**src/rtl/soc_decode_wb_pkg.sv**
```systemverilog
// Shared types and decode helpers for the registered Wishbone address decoder.
// Address windows are compared at up to MAX_AW bits, and at most MAX_SLAVES ports are supported.
package soc_decode_wb_pkg;

  localparam int unsigned MAX_SLAVES = 16;
  localparam int unsigned MAX_AW     = 64;
  localparam int unsigned IDX_W      = 4;

  typedef enum logic [1:0] {
    IDLE,
    ACTIVE,
    ERR,
    TMO
  } state_t;

  typedef struct packed {
    logic             hit;
    logic [IDX_W-1:0] idx;
  } dec_t;

  // Grant index width: $clog2(n), never below 1
  function automatic int unsigned gnt_width(input int unsigned n);
    return (n <= 1) ? 1 : $clog2(n);
  endfunction

  function automatic logic win_hit(input logic [MAX_AW-1:0] adr,
                                   input logic [MAX_AW-1:0] base,
                                   input logic [MAX_AW-1:0] mask,
                                   input logic              en);
    return en && ((adr & mask) == (base & mask));
  endfunction

  // Lowest set index wins; scanning downwards leaves the lowest match last
  function automatic dec_t prio_decode(input logic [MAX_SLAVES-1:0] match);
    dec_t d;
    d = '0;
    for (int unsigned i = MAX_SLAVES; i > 0; i--) begin
      if (match[i-1]) begin
        d.hit = 1'b1;
        d.idx = IDX_W'(i-1);
      end
    end
    return d;
  endfunction

endpackage

```
**src/rtl/soc_decode_wb_reg_if.sv**
```systemverilog
// Wishbone bundle for the decoder: one master request/response and SLAVES slave lanes.
// "master" is the bus master's view, "slave" is the decoder's view, and "periph" is the view of the slave devices.
interface soc_decode_wb_reg_if #(
  parameter int unsigned SLAVES     = 4,
  parameter int unsigned DATA_WIDTH = 32,
  parameter int unsigned ADDR_WIDTH = 32
);
  localparam int unsigned SEL_WIDTH = DATA_WIDTH / 8;

  logic [ADDR_WIDTH-1:0] m_adr_i;
  logic [DATA_WIDTH-1:0] m_dat_i;
  logic                  m_cyc_i;
  logic                  m_stb_i;
  logic [SEL_WIDTH-1:0]  m_sel_i;
  logic                  m_we_i;
  logic [2:0]            m_cti_i;
  logic [1:0]            m_bte_i;

  logic [DATA_WIDTH-1:0] m_dat_o;
  logic                  m_ack_o;
  logic                  m_err_o;
  logic                  m_rty_o;

  logic [SLAVES-1:0][ADDR_WIDTH-1:0] s_adr_o;
  logic [SLAVES-1:0][DATA_WIDTH-1:0] s_dat_o;
  logic [SLAVES-1:0]                 s_cyc_o;
  logic [SLAVES-1:0]                 s_stb_o;
  logic [SLAVES-1:0][SEL_WIDTH-1:0]  s_sel_o;
  logic [SLAVES-1:0]                 s_we_o;
  logic [SLAVES-1:0][2:0]            s_cti_o;
  logic [SLAVES-1:0][1:0]            s_bte_o;

  logic [SLAVES-1:0][DATA_WIDTH-1:0] s_dat_i;
  logic [SLAVES-1:0]                 s_ack_i;
  logic [SLAVES-1:0]                 s_err_i;
  logic [SLAVES-1:0]                 s_rty_i;

  modport master (
    output m_adr_i, m_dat_i, m_cyc_i, m_stb_i, m_sel_i, m_we_i, m_cti_i, m_bte_i,
    input  m_dat_o, m_ack_o, m_err_o, m_rty_o
  );

  modport slave (
    input  m_adr_i, m_dat_i, m_cyc_i, m_stb_i, m_sel_i, m_we_i, m_cti_i, m_bte_i,
    output m_dat_o, m_ack_o, m_err_o, m_rty_o,
    output s_adr_o, s_dat_o, s_cyc_o, s_stb_o, s_sel_o, s_we_o, s_cti_o, s_bte_o,
    input  s_dat_i, s_ack_i, s_err_i, s_rty_i
  );

  modport periph (
    input  s_adr_o, s_dat_o, s_cyc_o, s_stb_o, s_sel_o, s_we_o, s_cti_o, s_bte_o,
    output s_dat_i, s_ack_i, s_err_i, s_rty_i
  );

endinterface

```
**src/rtl/soc_decode_wb_watchdog.sv**
```systemverilog
// Slave watchdog: counts strobed cycles without a response and flags the terminal cycle.
module soc_decode_wb_watchdog #(
  parameter int unsigned TIMEOUT_CYCLES = 255
) (
  input  logic clk_i,
  input  logic rst_ni,
  input  logic i_active,
  input  logic i_stb,
  input  logic i_resp,
  output logic o_tc
);
  localparam int unsigned CW = (TIMEOUT_CYCLES < 2) ? 1 : $clog2(TIMEOUT_CYCLES);
  localparam logic [CW-1:0] LIMIT = CW'(TIMEOUT_CYCLES - 1);

  logic [CW-1:0] r_cnt;

  always_ff @(posedge clk_i) begin
    if (!rst_ni || !i_active || i_resp) begin
      r_cnt <= '0;
    end else if (i_stb && r_cnt != LIMIT) begin
      r_cnt <= r_cnt + 1'b1;
    end
  end

  // A response on the limit cycle masks the timeout
  assign o_tc = i_active & i_stb & ~i_resp & (r_cnt == LIMIT);

endmodule

```
**src/rtl/soc_decode_wb_reg.sv**
```systemverilog
// Registered, grant-locked Wishbone address decoder with an unmapped-address error responder and sticky error capture.
// Define SOC_DECODE_WB_TIMEOUT_EN to add the slave watchdog and TMO state. Address windows support up to 64 address bits.
module soc_decode_wb_reg
  import soc_decode_wb_pkg::*;
#(
  parameter int unsigned                     SLAVES         = 4,
  parameter int unsigned                     DATA_WIDTH     = 32,
  parameter int unsigned                     ADDR_WIDTH     = 32,
  parameter logic [SLAVES-1:0]               SLAVE_ENABLE   = {SLAVES{1'b1}},
  parameter logic [SLAVES-1:0][ADDR_WIDTH-1:0] SLAVE_BASE   = '0,
  parameter logic [SLAVES-1:0][ADDR_WIDTH-1:0] SLAVE_MASK   = '0,
  parameter int unsigned                     TIMEOUT_CYCLES = 255
) (
  input  logic                  clk_i,
  input  logic                  rst_ni,
  soc_decode_wb_reg_if.slave    bus,
  output logic                  err_valid_o,
  output logic [ADDR_WIDTH-1:0] err_adr_o,
  output logic                  err_timeout_o,
  input  logic                  err_clr_i
);
  localparam int unsigned GNT_W = gnt_width(SLAVES);

  state_t                  r_state, w_next;
  logic [GNT_W-1:0]        r_gnt;
  logic [MAX_SLAVES-1:0]   w_match;
  dec_t                    w_dec;
  logic                    w_req, w_resp, w_tmo, w_active;
  logic                    w_err_enter, w_tmo_enter, w_new_err;
  logic [SLAVES-1:0]       w_s_cyc, w_s_stb;
  logic [DATA_WIDTH-1:0]   w_m_dat;
  logic                    w_m_ack, w_m_err, w_m_rty;
  logic                    r_err_valid;
  logic [ADDR_WIDTH-1:0]   r_err_adr;

  assign bus.s_adr_o = {SLAVES{bus.m_adr_i}};
  assign bus.s_dat_o = {SLAVES{bus.m_dat_i}};
  assign bus.s_sel_o = {SLAVES{bus.m_sel_i}};
  assign bus.s_we_o  = {SLAVES{bus.m_we_i}};
  assign bus.s_cti_o = {SLAVES{bus.m_cti_i}};
  assign bus.s_bte_o = {SLAVES{bus.m_bte_i}};

  always_comb begin
    w_match = '0;
    for (int unsigned i = 0; i < SLAVES; i++) begin
      w_match[i] = win_hit(MAX_AW'(bus.m_adr_i), MAX_AW'(SLAVE_BASE[i]),
                           MAX_AW'(SLAVE_MASK[i]), SLAVE_ENABLE[i]);
    end
  end

  assign w_dec    = prio_decode(w_match);
  assign w_req    = bus.m_cyc_i & bus.m_stb_i;
  assign w_active = (r_state == ACTIVE);
  assign w_resp   = bus.s_ack_i[r_gnt] | bus.s_err_i[r_gnt] | bus.s_rty_i[r_gnt];

`ifdef SOC_DECODE_WB_TIMEOUT_EN
  soc_decode_wb_watchdog #(
    .TIMEOUT_CYCLES(TIMEOUT_CYCLES)
  ) u_wdog (
    .clk_i    (clk_i),
    .rst_ni   (rst_ni),
    .i_active (w_active),
    .i_stb    (w_s_stb[r_gnt]),
    .i_resp   (w_resp),
    .o_tc     (w_tmo)
  );
`else
  assign w_tmo = 1'b0;
`endif

  always_ff @(posedge clk_i) begin
    if (!rst_ni) begin
      r_state <= IDLE;
      r_gnt   <= '0;
    end else begin
      r_state <= w_next;
      if (r_state == IDLE && w_req && w_dec.hit) begin
        r_gnt <= w_dec.idx[GNT_W-1:0];
      end
    end
  end

  always_comb begin
    w_next  = r_state;
    w_s_cyc = '0;
    w_s_stb = '0;
    w_m_dat = '0;
    w_m_ack = 1'b0;
    w_m_err = 1'b0;
    w_m_rty = 1'b0;
    case (r_state)
      IDLE: begin
        if (w_req) w_next = w_dec.hit ? ACTIVE : ERR;
      end
      ACTIVE: begin
        w_s_cyc[r_gnt] = bus.m_cyc_i;
        w_s_stb[r_gnt] = bus.m_stb_i;
        w_m_dat        = bus.s_dat_i[r_gnt];
        w_m_ack        = bus.s_ack_i[r_gnt];
        w_m_err        = bus.s_err_i[r_gnt];
        w_m_rty        = bus.s_rty_i[r_gnt];
        if (!bus.m_cyc_i)  w_next = IDLE;
        else if (w_tmo)    w_next = TMO;
      end
      ERR, TMO: begin
        w_m_err = 1'b1;
        w_next  = IDLE;
      end
      default: w_next = IDLE;
    endcase
  end

  assign bus.s_cyc_o = w_s_cyc;
  assign bus.s_stb_o = w_s_stb;
  assign bus.m_dat_o = w_m_dat;
  assign bus.m_ack_o = w_m_ack;
  assign bus.m_err_o = w_m_err;
  assign bus.m_rty_o = w_m_rty;

  assign w_err_enter = (r_state == IDLE) & w_req & ~w_dec.hit;
  assign w_tmo_enter = w_active & bus.m_cyc_i & w_tmo;
  assign w_new_err   = w_err_enter | w_tmo_enter;

  // A clear coinciding with a new error lets the new error be captured
  always_ff @(posedge clk_i) begin
    if (!rst_ni) begin
      r_err_valid <= 1'b0;
      r_err_adr   <= '0;
    end else if (w_new_err && (!r_err_valid || err_clr_i)) begin
      r_err_valid <= 1'b1;
      r_err_adr   <= bus.m_adr_i;
    end else if (err_clr_i) begin
      r_err_valid <= 1'b0;
      r_err_adr   <= '0;
    end
  end

`ifdef SOC_DECODE_WB_TIMEOUT_EN
  logic r_err_tmo;
  always_ff @(posedge clk_i) begin
    if (!rst_ni) begin
      r_err_tmo <= 1'b0;
    end else if (w_new_err && (!r_err_valid || err_clr_i)) begin
      r_err_tmo <= w_tmo_enter;
    end else if (err_clr_i) begin
      r_err_tmo <= 1'b0;
    end
  end
  assign err_timeout_o = r_err_tmo;
`else
  assign err_timeout_o = 1'b0;
`endif

  assign err_valid_o = r_err_valid;
  assign err_adr_o   = r_err_adr;

endmodule

```
**src/flat_wrapper.sv**
```systemverilog
// flat-port wrapper written by rule: the top's interface ports become plain ports
module soc_decode_wb_reg_flat import soc_decode_wb_pkg::*;
#(
  parameter int unsigned                     SLAVES         = 4,
  parameter int unsigned                     DATA_WIDTH     = 32,
  parameter int unsigned                     ADDR_WIDTH     = 32,
  parameter logic [SLAVES-1:0]               SLAVE_ENABLE   = {SLAVES{1'b1}},
  parameter logic [SLAVES-1:0][ADDR_WIDTH-1:0] SLAVE_BASE   = '0,
  parameter logic [SLAVES-1:0][ADDR_WIDTH-1:0] SLAVE_MASK   = '0,
  parameter int unsigned                     TIMEOUT_CYCLES = 255
)
  (clk_i, rst_ni, err_valid_o, err_adr_o, err_timeout_o, err_clr_i, bus_m_adr_i, bus_m_dat_i, bus_m_cyc_i, bus_m_stb_i, bus_m_sel_i, bus_m_we_i, bus_m_cti_i, bus_m_bte_i, bus_m_dat_o, bus_m_ack_o, bus_m_err_o, bus_m_rty_o, bus_s_adr_o, bus_s_dat_o, bus_s_cyc_o, bus_s_stb_o, bus_s_sel_o, bus_s_we_o, bus_s_cti_o, bus_s_bte_o, bus_s_dat_i, bus_s_ack_i, bus_s_err_i, bus_s_rty_i);
  soc_decode_wb_reg_if #(.SLAVES(SLAVES), .DATA_WIDTH(DATA_WIDTH), .ADDR_WIDTH(ADDR_WIDTH)) bus_i ();
  input  logic clk_i;
  input  logic rst_ni;
  output logic err_valid_o;
  output logic [ADDR_WIDTH-1:0] err_adr_o;
  output logic err_timeout_o;
  input  logic err_clr_i;
  input wire logic [$bits(bus_i.m_adr_i)-1:0] bus_m_adr_i;
  input wire logic [$bits(bus_i.m_dat_i)-1:0] bus_m_dat_i;
  input wire logic [$bits(bus_i.m_cyc_i)-1:0] bus_m_cyc_i;
  input wire logic [$bits(bus_i.m_stb_i)-1:0] bus_m_stb_i;
  input wire logic [$bits(bus_i.m_sel_i)-1:0] bus_m_sel_i;
  input wire logic [$bits(bus_i.m_we_i)-1:0] bus_m_we_i;
  input wire logic [$bits(bus_i.m_cti_i)-1:0] bus_m_cti_i;
  input wire logic [$bits(bus_i.m_bte_i)-1:0] bus_m_bte_i;
  output wire logic [$bits(bus_i.m_dat_o)-1:0] bus_m_dat_o;
  output wire logic [$bits(bus_i.m_ack_o)-1:0] bus_m_ack_o;
  output wire logic [$bits(bus_i.m_err_o)-1:0] bus_m_err_o;
  output wire logic [$bits(bus_i.m_rty_o)-1:0] bus_m_rty_o;
  output wire logic [$bits(bus_i.s_adr_o)-1:0] bus_s_adr_o;
  output wire logic [$bits(bus_i.s_dat_o)-1:0] bus_s_dat_o;
  output wire logic [$bits(bus_i.s_cyc_o)-1:0] bus_s_cyc_o;
  output wire logic [$bits(bus_i.s_stb_o)-1:0] bus_s_stb_o;
  output wire logic [$bits(bus_i.s_sel_o)-1:0] bus_s_sel_o;
  output wire logic [$bits(bus_i.s_we_o)-1:0] bus_s_we_o;
  output wire logic [$bits(bus_i.s_cti_o)-1:0] bus_s_cti_o;
  output wire logic [$bits(bus_i.s_bte_o)-1:0] bus_s_bte_o;
  input wire logic [$bits(bus_i.s_dat_i)-1:0] bus_s_dat_i;
  input wire logic [$bits(bus_i.s_ack_i)-1:0] bus_s_ack_i;
  input wire logic [$bits(bus_i.s_err_i)-1:0] bus_s_err_i;
  input wire logic [$bits(bus_i.s_rty_i)-1:0] bus_s_rty_i;
  assign bus_i.m_adr_i = bus_m_adr_i;
  assign bus_i.m_dat_i = bus_m_dat_i;
  assign bus_i.m_cyc_i = bus_m_cyc_i;
  assign bus_i.m_stb_i = bus_m_stb_i;
  assign bus_i.m_sel_i = bus_m_sel_i;
  assign bus_i.m_we_i = bus_m_we_i;
  assign bus_i.m_cti_i = bus_m_cti_i;
  assign bus_i.m_bte_i = bus_m_bte_i;
  assign bus_m_dat_o = bus_i.m_dat_o;
  assign bus_m_ack_o = bus_i.m_ack_o;
  assign bus_m_err_o = bus_i.m_err_o;
  assign bus_m_rty_o = bus_i.m_rty_o;
  assign bus_s_adr_o = bus_i.s_adr_o;
  assign bus_s_dat_o = bus_i.s_dat_o;
  assign bus_s_cyc_o = bus_i.s_cyc_o;
  assign bus_s_stb_o = bus_i.s_stb_o;
  assign bus_s_sel_o = bus_i.s_sel_o;
  assign bus_s_we_o = bus_i.s_we_o;
  assign bus_s_cti_o = bus_i.s_cti_o;
  assign bus_s_bte_o = bus_i.s_bte_o;
  assign bus_i.s_dat_i = bus_s_dat_i;
  assign bus_i.s_ack_i = bus_s_ack_i;
  assign bus_i.s_err_i = bus_s_err_i;
  assign bus_i.s_rty_i = bus_s_rty_i;
  soc_decode_wb_reg #(.SLAVES(SLAVES), .DATA_WIDTH(DATA_WIDTH), .ADDR_WIDTH(ADDR_WIDTH), .SLAVE_ENABLE(SLAVE_ENABLE), .SLAVE_BASE(SLAVE_BASE), .SLAVE_MASK(SLAVE_MASK), .TIMEOUT_CYCLES(TIMEOUT_CYCLES)) u_core (.clk_i(clk_i), .rst_ni(rst_ni), .bus(bus_i), .err_valid_o(err_valid_o), .err_adr_o(err_adr_o), .err_timeout_o(err_timeout_o), .err_clr_i(err_clr_i));
endmodule
```
**config.mk**
```make
export PLATFORM = sky130hd
export DESIGN_NAME = soc_decode_wb_reg_flat
export DESIGN_NICKNAME = d
export VERILOG_FILES = /design/src/rtl/soc_decode_wb_pkg.sv /design/src/rtl/soc_decode_wb_reg_if.sv /design/src/rtl/soc_decode_wb_watchdog.sv /design/src/rtl/soc_decode_wb_reg.sv /design/src/flat_wrapper.sv
export SDC_FILE = /design/constraint.sdc
export NUM_CORES = 1
export LEC_CHECK = 0
export BUFFER_PORTS_ARGS = -buffer_cell sky130_fd_sc_hd__buf_4
export CELL_PAD_IN_SITES_DETAIL_PLACEMENT = 1
export CELL_PAD_IN_SITES_GLOBAL_PLACEMENT = 1
export CORE_AREA = 2 2 233 235
export CTS_BUF_LIST = sky130_fd_sc_hd__clkbuf_16
export DETAILED_ROUTE_END_ITERATION = 10
export DIE_AREA = 0 0 235 237
export PLACE_DENSITY_LB_ADDON = 0.1
export SETUP_SLACK_MARGIN = 0.4
export SLEW_MARGIN = 20
export SYNTH_ARGS = -nofsm -noshare
export SYNTH_HDL_FRONTEND = slang
export SYNTH_SLANG_ARGS = --single-unit
```
**constraint.sdc**
```tcl
create_clock -name clk_i -period 1.1 [get_ports clk_i]
set_clock_uncertainty 0.2 [all_clocks]
set_input_delay 0.11 -clock clk_i [delete_from_list [all_inputs] [get_ports clk_i]]
set_output_delay 0.11 -clock clk_i [all_outputs]
set_load 0.1 [all_outputs]
```
# Yosys cells after proc, flatten, opt, wreduce, memory -nomap -nowiden
# Index checks and enable logic that the tools add are counted.
[op_classes]
n_eq_ne = 5
mux = 9
bitwise = 1
reduce_logical = 3
[ops]
columns = ["op", "n"]
rows = [
  ["2-to-1 mux 32 bit", 1],
  ["case mux 2 bit (3 select lines)", 1],
  ["== test 2 bit, second input constant", 2],
  ["2-to-1 mux 1 bit", 4],
  ["2-to-1 mux 2 bit", 2],
  ["== test 2 x 1 -> 1 bit, second input constant", 1],
  ["logical NOT 2 bit", 1],
  ["!= test 2 x 1 -> 1 bit, second input constant", 1],
  ["!= test 2 bit, second input constant", 1],
  ["case mux 1 bit (2 select lines)", 1],
  ["AND reduction 2 bit", 1],
  ["OR reduction 2 bit", 1],
  ["AND 1 bit", 1],
]
[word_totals]
regBits = 2
in_bits = 219
out_inout_bits = 373
elab_cells = 19

# Logic depth before layout (Yosys ltp)
[depth]
ltp_word = 3
depth_mapped = 3
depth_no_buf = 1

# Worst setup path after synthesis
# No wires, ideal clock.
[synth_timing]
kind = "register to output"
startpoint = "register u_core.r_state[0]"
endpoint = "output port bus_m_dat_o[10]"
t_arrival_ps = 1287
required_ps = 790
slack_ps = -497
path_stages_with_launch = 4
n_path_buf = 2
path_cell_list = "dfxtp_1 buf_6 buf_6 and2_1"
[synth_between]
elab_chain_len = 2
[synth_rtl]
columns = ["element", "line", "text"]
rows = [
  ["start, declared", "soc_decode_wb_reg.sv:24", "state_t r_state, w_next;"],
  ["start signal, assigned", "soc_decode_wb_reg.sv:76", "r_state <= w_next;"],
  ["== test 2 x 1 -> 1 bit", "soc_decode_wb_reg.sv:91", "case (r_state)"],
  ["2-to-1 mux 32 bit", "soc_decode_wb_reg.sv:91", ""],
  ["end, declared", "flat_wrapper.sv:28", "output wire logic [$bits(bus_i.m_dat_o)-1:0] bus_m_dat_o;"],
]
# No other way between the ends.

# Worst setup path in the final report
[layout_timing]
startpoint = "register u_core.r_state[0]"
endpoint = "output port bus_m_dat_o[16]"
# The elaborated chain is that of the path after synthesis.

==> out/metrics.yaml <==
outcome:
  status: "complete, but fails checks"
  failed_checks: "negative setup slack"
critical_path:
  worstPathArrival_ns: 0.84
  worstSetupStartpointType: "flip-flop"
  critPathRequiredTime_ns: 0.79
  cp_max_fo: 21
  ff2ff_path_depth: 2
  worstSetupEndpointType: "primary output"
  crit_type: "reg -> out"
grt:
  grt_pass1_vias: 1114
  antenna_found_initial: 0
  grt_pass1_wl_um: 7058
  grt_start_max_net_pins: 22
  overflow: 0
  track_usage_pct: 1.631
placed_design:
  port_buffers: 75
  pre_cts_ws_ns: -0.1816
  dp.cells: 852
  gp_congestion: 0.6029
  hpwl_um: 4482
  placed_area_mm2: 0.001979
pwr:
  power_mw: 1.366
  powerDensity_mw_per_mm2: 556.9
  max-vdd-ir-drop_mv: 0.1775
  p_leak_nw: 0.8157
logic_synthesis:
  ys_types: 7
  syn_area_per_cell_um2: 7.438
  yosys-top-cells-area: "buf_4 (89%), and2_1 (8.2%), buf_6 (1.2%)"
  synthCells: 380
  synth.ff_latch_count: 1
  synth_area_leader_cell: "buf_4"
  synthArstFlopShare_pct: 0
  synth_edf_count: 0
  yosys_warnings: 0
  synth_most_common_cell: "buf_4"
  synthFlopType: "dfxtp_1"
  syn_area_mm2: 0.002826
  synth_common_cells: "buf_4 (336), and2_1 (37), buf_6 (3)"
  yosysSeqAreaShare_pct: 0.7083
  yosys.area.top_type_share_pct: 89.24
floorplanning:
  core_mm2: 0.05328
  ios: 592
  die-height_um: 237
  die_area_mm2: 0.05570
  rows: 85
  start_util_pct: 5.305
  die_width_um: 235
finish:
  top_regs: "u_core.r_state: 1 flops"
  utilization_pct: 4.603
  num-fill-cells: 6328
  regMostFlops: "u_core.r_state"
  n_antenna_cell: 0
  final_area_mm2: 0.002452
  drive_gt1_share_pct: 74.36
  syn2layout_area_growth_pct: -13.24
  post_layout_nonfiller_instances: 852
  largest_reg_flops: 1
  nets: 377
route:
  drc: 0
  via_per_inst: 1.015
  drt-initial-drc-count: 4
  avgRoutedWirePerCell_um: 6.070
  ant_nets: 0
  first_pass_iters: 2
  wl_um: 5172
  vias: 865
clock_tree:
  cts_setup_buffers: 0
  clk_latency_ns: 0
  clkTransAtPathRegs_ns: 0
sta:
  period_share_pct: 104.7
  setup_ws_ns: -0.05213
  min_period_ns: 1.152
  max_freq_mhz: 868.0
  fin_setup_tns_ns: -1.639
  timing.hold.ws_ns: 0.02006
  setup_violations: 37
  hold_viol_final: 0
  rsz0062_at_grt: "true"
  slew_viol_final: 0
flow_run:
  maxCapViolations: 0
worst_hold_path:
  hold_path.class: "in -> out"
  holdPathStages: 0
## critical path: stages, from the launching register on
cell and delay (ns):
dfxtp_4 0.35, buf_12 0.15, and2_4 0.16, buf_12 0.16
## kinds of logic after synthesis
| logic type | Yosys count | synth area share (%) |
|---|---|---|
| buffers and inverters | 340 | 90.62 |
| AOI/OAI and AO/OA | 1 | 0.3542 |
| and+or+nand+nor | 37 | 8.189 |
| DFF | 1 | 0.7083 |
| other | 1 | 0.1327 |
## layout make-up
cell class | instances | area (um^2) | share of cell area (%)
multi-input cells | 78 | 491.7 | 20.05
flip-flops and latches | 1 | 23.77 | 0.9694
repair buffers | 77 | 1066 | 43.47
well taps | 696 | 870.8 | 35.51
## power by group
part           internal [mW]  switching [mW]
Sequential            0.0377         0.00266
Clock                      0               0
Combinational          0.312            1.01
## worst paths after layout
check                 endpoint  slack (ns)               from
max reg2reg  u_core.r_state[0]        0.03  u_core.r_state[0]
min reg2reg  u_core.r_state[0]        0.52  u_core.r_state[0]
max            bus_m_dat_o[16]       -0.05  u_core.r_state[0]
min           bus_s_dat_o[123]        0.02    bus_m_dat_i[27]
## placed cells by master (no fill, tap or decap)
cell type / count
buf_4: 38
conb_1: 40
dfxtp_4: 1
o211a_4: 1
and2_4: 37
buf_12: 39
## routing by layer
| metal | global-route usage [%] | vias to the layer above | share of wire [%] | wire (um) |
|---|---|---|---|---|
| met5 | 0 | - | 0 | 0 |
| met4 | 1.841 | 0 | 11 | 556 |
| met3 | 1.877 | 56 | 29 | 1475 |
| met2 | 2.585 | 159 | 45 | 2349 |
| met1 | 0.7824 | 337 | 15 | 791 |
| li1 | - | 313 | - | - |
## what timing repair did
item | CTS | global route
hold buffers | 0 | 0
gates resized for setup | 113 | 0
setup endpoints to repair | 38 | 38
cloned | 0 | 0
endpoints found under the hold margin | 0 | 0
Note: power is estimated with default switching activity, not from simulation.
